### config.mk
export PLATFORM = sky130hd
export DESIGN_NAME = ringosc_freq_meter
export DESIGN_NICKNAME = d
export VERILOG_FILES = /design/src/rtl/ringosc_pkg.sv /design/src/rtl/ringosc_edge_sync.sv /design/src/rtl/ringosc_freq_meter.sv
export SDC_FILE = /design/constraint.sdc
export NUM_CORES = 1
export LEC_CHECK = 0
export CAP_MARGIN = 10
export CORE_ASPECT_RATIO = 1.5
export CORE_MARGIN = 3
export CORE_UTILIZATION = 57
export CTS_CLUSTER_SIZE = 25
export DETAILED_ROUTE_END_ITERATION = 8
export GPL_ROUTABILITY_DRIVEN = 0
export GPL_TIMING_DRIVEN = 0
export PLACE_DENSITY = 0.8
export REMOVE_ABC_BUFFERS = 1
export SKIP_CTS_REPAIR_TIMING = 1
export SYNTH_ARGS = -nofsm -noshare
export SYNTH_HDL_FRONTEND = slang
export SYNTH_SLANG_ARGS = --single-unit
export TNS_END_PERCENT = 5
### constraint.sdc
create_clock -name clk -period 3 [get_ports clk]
set_input_delay 0.6 -clock clk [delete_from_list [all_inputs] [get_ports clk]]
set_output_delay 0.6 -clock clk [all_outputs]
set_load 0.1 [all_outputs]
### src/rtl/ringosc_pkg.sv
// ringosc_pkg: shared FSM state type and constant helpers for the ring-oscillator frequency meter.
//   state_t   : IDLE / ARM / GATE / DONE measurement states
//   sel_width : channel-select width, clog2(n) with a floor of 1
//   sat_max   : all-ones saturation value for a w-bit edge counter
package ringosc_pkg;
  typedef enum logic [1:0] {IDLE, ARM, GATE, DONE} state_t;
  function automatic int sel_width(input int n);
    return (n > 1) ? $clog2(n) : 1;
  endfunction
  function automatic logic [63:0] sat_max(input int w);
    return (w >= 64) ? '1 : (64'd1 << w) - 64'd1;
  endfunction
endpackage

### src/rtl/ringosc_edge_sync.sv
// ringosc_edge_sync: SYNC_STAGES-deep synchroniser plus rising-edge detector for one oscillator tap.
//   clk, rst_n : system clock, asynchronous active-low reset
//   osc_i      : asynchronous (prescaled) oscillator tap
//   edge_o     : one-cycle pulse per synchronised rising edge
module ringosc_edge_sync
  import ringosc_pkg::*;
#(
  parameter int SYNC_STAGES = 2
) (
  input  logic clk,
  input  logic rst_n,
  input  logic osc_i,
  output logic edge_o
);
  logic [SYNC_STAGES-1:0] sync_q, sync_d;
  logic prev_q, prev_d;
  always_comb begin
    sync_d = {sync_q[SYNC_STAGES-2:0], osc_i};
    prev_d = sync_q[SYNC_STAGES-1];
  end
  always_ff @(posedge clk or negedge rst_n) begin
    if (!rst_n) begin
      sync_q <= '0;
      prev_q <= 1'b0;
    end else begin
      sync_q <= sync_d;
      prev_q <= prev_d;
    end
  end
  assign edge_o = sync_q[SYNC_STAGES-1] & ~prev_q;
endmodule

### src/rtl/ringosc_freq_meter.sv
// ringosc_freq_meter: counts rising edges of one selected oscillator tap over a gate window of clk cycles.
//   clk, rst_n       : system clock, asynchronous active-low reset
//   osc_i[NUM_OSC]   : prescaled oscillator taps (asynchronous)
//   sel_i/gate_i/cont_i : channel, gate length (clk cycles), continuous mode; sampled on accepted start
//   start_i, stop_i  : start measurement / abort to IDLE (stop has priority)
//   cnt_o, ovf_o     : last completed result and its saturation flag
//   valid_o          : one-cycle pulse when cnt_o updates
//   busy_o           : measurement in progress
//   min_o, max_o     : running min/max of results since last start (only with RINGOSC_MINMAX_EN)
module ringosc_freq_meter
  import ringosc_pkg::*;
#(
  parameter int NUM_OSC     = 4,
  parameter int SEL_W       = sel_width(NUM_OSC),
  parameter int CNT_W       = 16,
  parameter int GATE_W      = 16,
  parameter int SYNC_STAGES = 2
) (
  input  logic               clk,
  input  logic               rst_n,
  input  logic [NUM_OSC-1:0] osc_i,
  input  logic [SEL_W-1:0]   sel_i,
  input  logic [GATE_W-1:0]  gate_i,
  input  logic               start_i,
  input  logic               cont_i,
  input  logic               stop_i,
  output logic [CNT_W-1:0]   cnt_o,
  output logic               valid_o,
  output logic               busy_o,
  output logic               ovf_o
`ifdef RINGOSC_MINMAX_EN
  ,
  output logic [CNT_W-1:0]   min_o,
  output logic [CNT_W-1:0]   max_o
`endif
);
  localparam int ARM_W = $clog2(SYNC_STAGES + 1);
  localparam logic [CNT_W-1:0] CNT_MAX = CNT_W'(sat_max(CNT_W));

  // Unused select codes (NUM_OSC not a power of two) read a constant zero.
  logic [(1<<SEL_W)-1:0] edge_vec;
  for (genvar i = 0; i < (1 << SEL_W); i++) begin : g_tap
    if (i < NUM_OSC) begin : g_on
      ringosc_edge_sync #(.SYNC_STAGES(SYNC_STAGES)) u_sync (
        .clk   (clk),
        .rst_n (rst_n),
        .osc_i (osc_i[i]),
        .edge_o(edge_vec[i])
      );
    end else begin : g_off
      assign edge_vec[i] = 1'b0;
    end
  end

  state_t state_q, state_d;
  logic [SEL_W-1:0] sel_q, sel_d;
  logic [GATE_W-1:0] gate_q, gate_d, gcnt_q, gcnt_d;
  logic [ARM_W-1:0] arm_q, arm_d;
  logic [CNT_W-1:0] count_q, count_d, cnt_q, cnt_d, count_inc;
  logic cont_q, cont_d, flag_q, flag_d, ovf_q, ovf_d, valid_q, valid_d, busy_q, busy_d;
  logic edge_sel, sat_hit, flag_inc;

  assign edge_sel  = edge_vec[sel_q];
  assign sat_hit   = edge_sel && (count_q == CNT_MAX);
  assign count_inc = (edge_sel && !sat_hit) ? count_q + CNT_W'(1) : count_q;
  assign flag_inc  = flag_q | sat_hit;

  // Outputs are registered on the transition into DONE, so valid_o, cnt_o
  // and ovf_o all change together during the DONE cycle.
  always_comb begin
    state_d = state_q;
    sel_d   = sel_q;
    gate_d  = gate_q;
    cont_d  = cont_q;
    arm_d   = arm_q;
    gcnt_d  = gcnt_q;
    count_d = count_q;
    flag_d  = flag_q;
    cnt_d   = cnt_q;
    ovf_d   = ovf_q;
    valid_d = 1'b0;
    if (stop_i) begin
      state_d = IDLE;
    end else begin
      case (state_q)
        IDLE: if (start_i) begin
          state_d = ARM;
          sel_d   = sel_i;
          gate_d  = gate_i;
          cont_d  = cont_i;
          arm_d   = '0;
          count_d = '0;
          flag_d  = 1'b0;
        end
        // ARM spans SYNC_STAGES+1 cycles so stale synchroniser contents never count.
        ARM: if (arm_q == ARM_W'(SYNC_STAGES)) begin
          if (gate_q == '0) begin
            state_d = DONE;
            valid_d = 1'b1;
            cnt_d   = '0;
            ovf_d   = 1'b0;
          end else begin
            state_d = GATE;
            gcnt_d  = gate_q;
          end
        end else begin
          arm_d = arm_q + ARM_W'(1);
        end
        GATE: begin
          count_d = count_inc;
          flag_d  = flag_inc;
          gcnt_d  = gcnt_q - GATE_W'(1);
          if (gcnt_q == GATE_W'(1)) begin
            state_d = DONE;
            valid_d = 1'b1;
            cnt_d   = count_inc;
            ovf_d   = flag_inc;
          end
        end
        // Continuing windows start counting on the DONE cycle itself: no dead time.
        DONE: if (!cont_q) begin
          state_d = IDLE;
        end else if (gate_q == '0) begin
          valid_d = 1'b1;
          cnt_d   = '0;
          ovf_d   = 1'b0;
        end else begin
          state_d = GATE;
          gcnt_d  = gate_q;
          count_d = edge_sel ? CNT_W'(1) : '0;
          flag_d  = 1'b0;
        end
        default: state_d = IDLE;
      endcase
    end
    busy_d = (state_d == ARM) || (state_d == GATE) || ((state_d == DONE) && cont_d);
  end

  always_ff @(posedge clk or negedge rst_n) begin
    if (!rst_n) begin
      state_q <= IDLE;
      sel_q   <= '0;
      gate_q  <= '0;
      cont_q  <= 1'b0;
      arm_q   <= '0;
      gcnt_q  <= '0;
      count_q <= '0;
      flag_q  <= 1'b0;
      cnt_q   <= '0;
      ovf_q   <= 1'b0;
      valid_q <= 1'b0;
      busy_q  <= 1'b0;
    end else begin
      state_q <= state_d;
      sel_q   <= sel_d;
      gate_q  <= gate_d;
      cont_q  <= cont_d;
      arm_q   <= arm_d;
      gcnt_q  <= gcnt_d;
      count_q <= count_d;
      flag_q  <= flag_d;
      cnt_q   <= cnt_d;
      ovf_q   <= ovf_d;
      valid_q <= valid_d;
      busy_q  <= busy_d;
    end
  end

  assign cnt_o   = cnt_q;
  assign ovf_o   = ovf_q;
  assign valid_o = valid_q;
  assign busy_o  = busy_q;

`ifdef RINGOSC_MINMAX_EN
  logic [CNT_W-1:0] min_q, min_d, max_q, max_d;
  logic start_ok;
  assign start_ok = (state_q == IDLE) && start_i && !stop_i;
  always_comb begin
    min_d = start_ok ? '1 : (valid_d && cnt_d < min_q) ? cnt_d : min_q;
    max_d = start_ok ? '0 : (valid_d && cnt_d > max_q) ? cnt_d : max_q;
  end
  always_ff @(posedge clk or negedge rst_n) begin
    if (!rst_n) begin
      min_q <= '1;
      max_q <= '0;
    end else begin
      min_q <= min_d;
      max_q <= max_d;
    end
  end
  assign min_o = min_q;
  assign max_o = max_q;
`endif
endmodule

### Word-level counts from Yosys, hierarchy flattened

Cells that the tools add are included.

| cells by class | value |
|---|---|
| add/subtract/negate cells | 3 |
| order comparisons | 1 |
| eq/ne operators | 15 |
| mux-type cells | 46 |
| bitwise gates (word level) | 10 |
| reductions and logical operators | 16 |

Operators by type and width:

| operator | number |
|---|---|
| $mux W16 | 11 |
| $pmux W16 S3 | 3 |
| $mux W1 | 18 |
| $add A16 B1 Y16 const B | 1 |
| $eq A16 B1 Y1 const B | 1 |
| $eq A16 B16 Y1 const B | 1 |
| $logic_not A16 Y1 | 1 |
| $mux W2 | 8 |
| $sub A16 B1 Y16 const B | 1 |
| $ne A2 B2 Y1 const B | 6 |
| $eq A2 B2 Y1 const B | 5 |
| $reduce_and A5 Y1 | 2 |
| $pmux W1 S3 | 3 |
| $pmux W2 S4 | 1 |
| $reduce_and A4 Y1 | 2 |
| $reduce_bool A3 Y1 | 2 |
| $not A1 Y1 | 5 |
| $and A1 B1 Y1 | 4 |
| $eq A2 B1 Y1 const B | 2 |
| $pmux W2 S2 | 1 |
| $logic_and A1 B1 Y1 | 3 |
| $lt A2 B3 Y1 const B | 1 |
| $reduce_and A3 Y1 | 1 |
| $add A2 B1 Y2 const B | 1 |
| other kinds (6) | 7 |

| storage, ports and cells | value |
|---|---|
| bits in registers | 87 |
| bits of input ports | 27 |
| output and inout bits | 19 |

### Depth between registers and ports, before layout

| logic depth | value |
|---|---|
| depth after elaboration | 10 |
| mapped depth | 9 |
| mapped depth without buffers | 9 |

### By module

A second synthesis with hierarchy kept.

| unflattened totals | value |
|---|---|
| cell total of the unflattened synthesis | 424 |
| area, all modules | 4,395.5 µm² |

Modules (own cells, without submodules):

| module | instances | cells an instance | area each (µm²) | seq. area each (µm²) |
|---|---|---|---|---|
| ringosc_freq_meter | 1 | 408 | 4,040.1 | 1,876.8 |
| ringosc_edge_sync | 4 | 4 | 88.8 | 75.1 |

### Least setup slack after synthesis

No wires, ideal clock.

| path | value |
|---|---|
| kind | flip-flop to flip-flop |
| start point | register gcnt_q[12] |
| end point | register cnt_q[10] (netlist: cnt_o[10]) |
| library setup time | 0.124 ns |
| data arrival time | 2.030 ns |
| data required time | 2.876 ns |
| slack | 0.846 ns |
| stages on the path, launching flop included | 8 |
| path buffers | 2 |
| cell sequence | dfrtp_1 > or3_4 > or3_4 > or3_4 > and2_4 > buf_6 > buf_8 > o2bb2ai_1 |

| between the ends | value |
|---|---|
| cells in the longest elaborated chain, start to end | 3 |

Ends and longest elaborated chain:

| item | RTL line | text |
|---|---|---|
| start: declaration | ringosc_freq_meter.sv:57 | `logic [GATE_W-1:0] gate_q, gate_d, gcnt_q, gcnt_d;` |
| start signal: assignment | ringosc_freq_meter.sv:159 | `gcnt_q <= gcnt_d;` |
| $eq A16 B1 Y1 | ringosc_freq_meter.sv:113 | `if (gcnt_q == GATE_W'(1)) begin` |
| $ne A2 B2 Y1 (no source line) | n/a |  |
| $reduce_and A5 Y1 (no source line) | n/a |  |
| end signal: assignment | ringosc_freq_meter.sv:162 | `cnt_q <= cnt_d;` |
| end: declaration | ringosc_freq_meter.sv:59 | `logic [CNT_W-1:0] count_q, count_d, cnt_q, cnt_d, count_inc;` |

No other way between the ends.
A chain may end at the register's enable or synchronous reset.

### Worst setup path after layout

| path | value |
|---|---|
| start point | input port stop_i |
| end point | register gcnt_q[3] |

| between the ends | value |
|---|---|
| cells in the longest elaborated chain, start to end | 2 |

Ends and longest elaborated chain:

| item | RTL line | text |
|---|---|---|
| start: declaration | ringosc_freq_meter.sv:26 | `input logic stop_i,` |
| $not A1 Y1 (no source line) | n/a |  |
| $reduce_and A4 Y1 (no source line) | n/a |  |

No other way between the ends.

==> flow_summary.toml <==
[run_status]
status = "complete, no violations"

[route]
drtIter0Drc = 233
totalWireLength_um = 9490
num_vias = 3515
drt-pass1-iter-count = 5
route.detailed.drc = 0
drtAntennaViolNets = 0
route.detailed.wl_per_inst_um = 17.1
viasPerCell = 6.33

[finish]
layout_commonest_cell = "dfrtp_1"
final_area_mm2 = 0.00515
nets = 482
n_antenna_cell = 0
area_delta_synth_final_pct = 18.8
drive_gt1_share_pct = 12.1
multiInputGateArea_mm2 = 0.00200
mostFrequentLayoutCells = "87 x dfrtp_1, 44 x clkdlybuf4s50_1, 27 x o21ai_0"
finalNonFillerCells = 555
fillCellCount = 583
ff_latch_area_mm2 = 0.00218

[clocking]
htree_levels = 3
cts_tree = "yes"
cts_sinks = 87
cts_buffer_depth = 2
path_clk_slew_ps = 90
root_buffer = "clkbuf_8"
clock_latency_ps = 370
numCtsBuffers = 9

[synthesis]
yosysSeqAreaShare_pct = 50.2
synth_warnings = 0
synth_flop_cell = "dfrtp_1"
synth_edf_count = 0
postSynthCellCount = 418
syn_avg_cell_area_um2 = 10.4
synth_cell_types = 54
synth_area_mm2 = 0.00434
ys_async_sr_fraction_pct = 100
synth_seq_cells = 87

[worst_setup_path]
required_ps = 3240
cp-end-kind = "flip-flop"
max_stage_delay_ps = 960
r2r_end = "count_q[0]"
crit_start = "stop_i"
cp_cell_sequence = "clkdlybuf4s50_1 -> a311oi_2 -> o21ai_1 -> buf_6 -> o21ai_0 -> o21ai_0"
crit_slowest_cell = "clkdlybuf4s50_1"
critPathLaunchType = "input pin"
timing_worst_setup_path_type = "in2reg"
cp_common_cell = "o21ai_0"
r2r-start = "gate_q[4]"
critPathArrivalTime_ps = 3030
rr_worst_depth = 5
crit_fanout = 29
rrSetupSlack_ps = 480

[timing]
hold_viol_final = 0
slew_headroom_pct = 27.6
setup_viol_count_final = 0
worstMarginPinSlew_ps = 1080
min_period_ps = 2790
finalSetupTns_ps = 0
rsz0062_at_grt = "no"
fmax_mhz = 358
drv_slew = 0
period_share_pct = 93.0
skew_ps = 10.2
hold_ws_ps = 170

[run]
maxCapViolCount = 0

[hold_path]
min_path_type = "in2async"

[grt]
grt_pass1_vias = 3544
grt_start_max_net_pins = 56
grt_usage_pct = 23.3
antenna_found_initial = 0
grt_pass1_wl_um = 16300
grt-ovfl-total = 0

[die]
die_h_um = 113
initial_utilization_pct = 59.2
rows = 38
io_pins = 46
die_w_um = 77.2
core_mm2 = 0.00732
dieArea_mm2 = 0.00871

[placed_design]
place_inst = 538
io_buffers = 45
placed_area_mm2 = 0.00486
dp_hpwl_um = 6480

[pwr]
leakage_nw = 2.12
power.total_mw = 3.82
p_per_area_mw_per_mm2 = 741
vdd_drop_max_mv = 0.609
-- how the worst max path moves through the flow --
stage | end | slack, ps
2_1_floorplan | count_q[11] | 280
3_3_place_gp | gate_q[3] | -1770
3_5_place_dp | gcnt_q[4] | -340
4_1_cts | count_q[0] | 50
5_1_grt | gcnt_q[3] | 80
6_report | gcnt_q[3] | 210
-- cell usage after synthesis, types with 3 or more instances --
master      n  area, µm²
nand2b_1    3       18.8
o31ai_2     3       37.5
nor2_1     22       82.6
ha_1        5       62.6
nor2b_1     5       31.3
xor2_1     11       96.3
a21oi_1    22        110
nor4_1      9       56.3
o21a_1      3       22.5
nand4_1    12       75.1
o22a_1      3       26.3
clkbuf_1   25       93.8
xnor2_1     4       35.0
a31oi_1     4       25.0
mux2_2     18        203
a211o_1     8       70.1
a21o_1      8       60.1
and3_1      7       43.8
nand3_1    19       95.1
or3_4       3       33.8
a22oi_1     4       30.0
o2bb2ai_1  15        131
nor3_1     18       90.1
o21ai_0    28        140
nand2_1    17       63.8
dfrtp_1    87       2180
and4_1      6       52.6
inv_1      12       45.0
-- metrics by stage --
| step | setup slack, ps | util, % |
|---|---|---|
| 2_1_floorplan | 277 | - |
| 3_5_place_dp | -339 | 66.4 |
| 6_report | 209 | 70.4 |
| 5_1_grt | 83.2 | 70.4 |
| 4_1_cts | 51.7 | 69.9 |
| 3_3_place_gp | -1770 | 65.2 |
-- metal layers --
metal / vias to the layer above / global-route usage, % / routed length, µm
li1: 1622 / - / -
met1: 1757 / 27.3 / 3730
met2: 110 / 39.5 / 5070
met3: 26 / 5.18 / 421
met4: 0 / 12.6 / 275
met5: - / 0 / 0
-- where the power goes --
| group | switching (mW) | leakage (nW) | internal, mW |
|---|---|---|---|
| Sequential | 0.263 | 1.06 | 1.43 |
| Clock | 0.416 | 0.130 | 0.599 |
| Combinational | 0.676 | 0.925 | 0.435 |
-- critical path: cells and delay by family --
| family | cells | cell delay, ps |
|---|---|---|
| compound gates | 4 | 1220 |
| buf+inv | 2 | 1210 |
-- cell type report --
| cell class | instances | share of cell area, % |
|---|---|---|
| Sequential cell | 87 | 42.2 |
| Multi-Input combinational cell | 290 | 38.8 |
| Tap cell | 100 | 2.43 |
| Inverter | 12 | 0.874 |
| Timing Repair Buffer | 50 | 10.7 |
| Clock buffer | 11 | 2.94 |
| Clock inverter | 5 | 2.02 |
-- state kept, by name (all words and copies together), names as in the netlist --
register                  cells
cnt_o                        16
count_q                      16
gate_q                       16
gcnt_q                       16
g_tap.g_on.u_sync.sync_q      8
g_tap.g_on.u_sync.prev_q      4
arm_q                         2
sel_q                         2
state_q                       2
busy_o                        1
cont_q                        1
flag_q                        1
ovf_o                         1
valid_o                       1
-- kinds of logic (layout without fill, tap and decap cells) --
kind of cell	after synthesis	after routing	synth area share [%]
flops	87	87	50.2
xor+xnor	15	15	3.03
fa+ha+maj	5	5	1.44
simple gates	131	131	16.5
buf+inv	41	78	4.18
mux	21	21	5.65
compound gates	118	118	19.0
(Power assumes the default switching activity.)
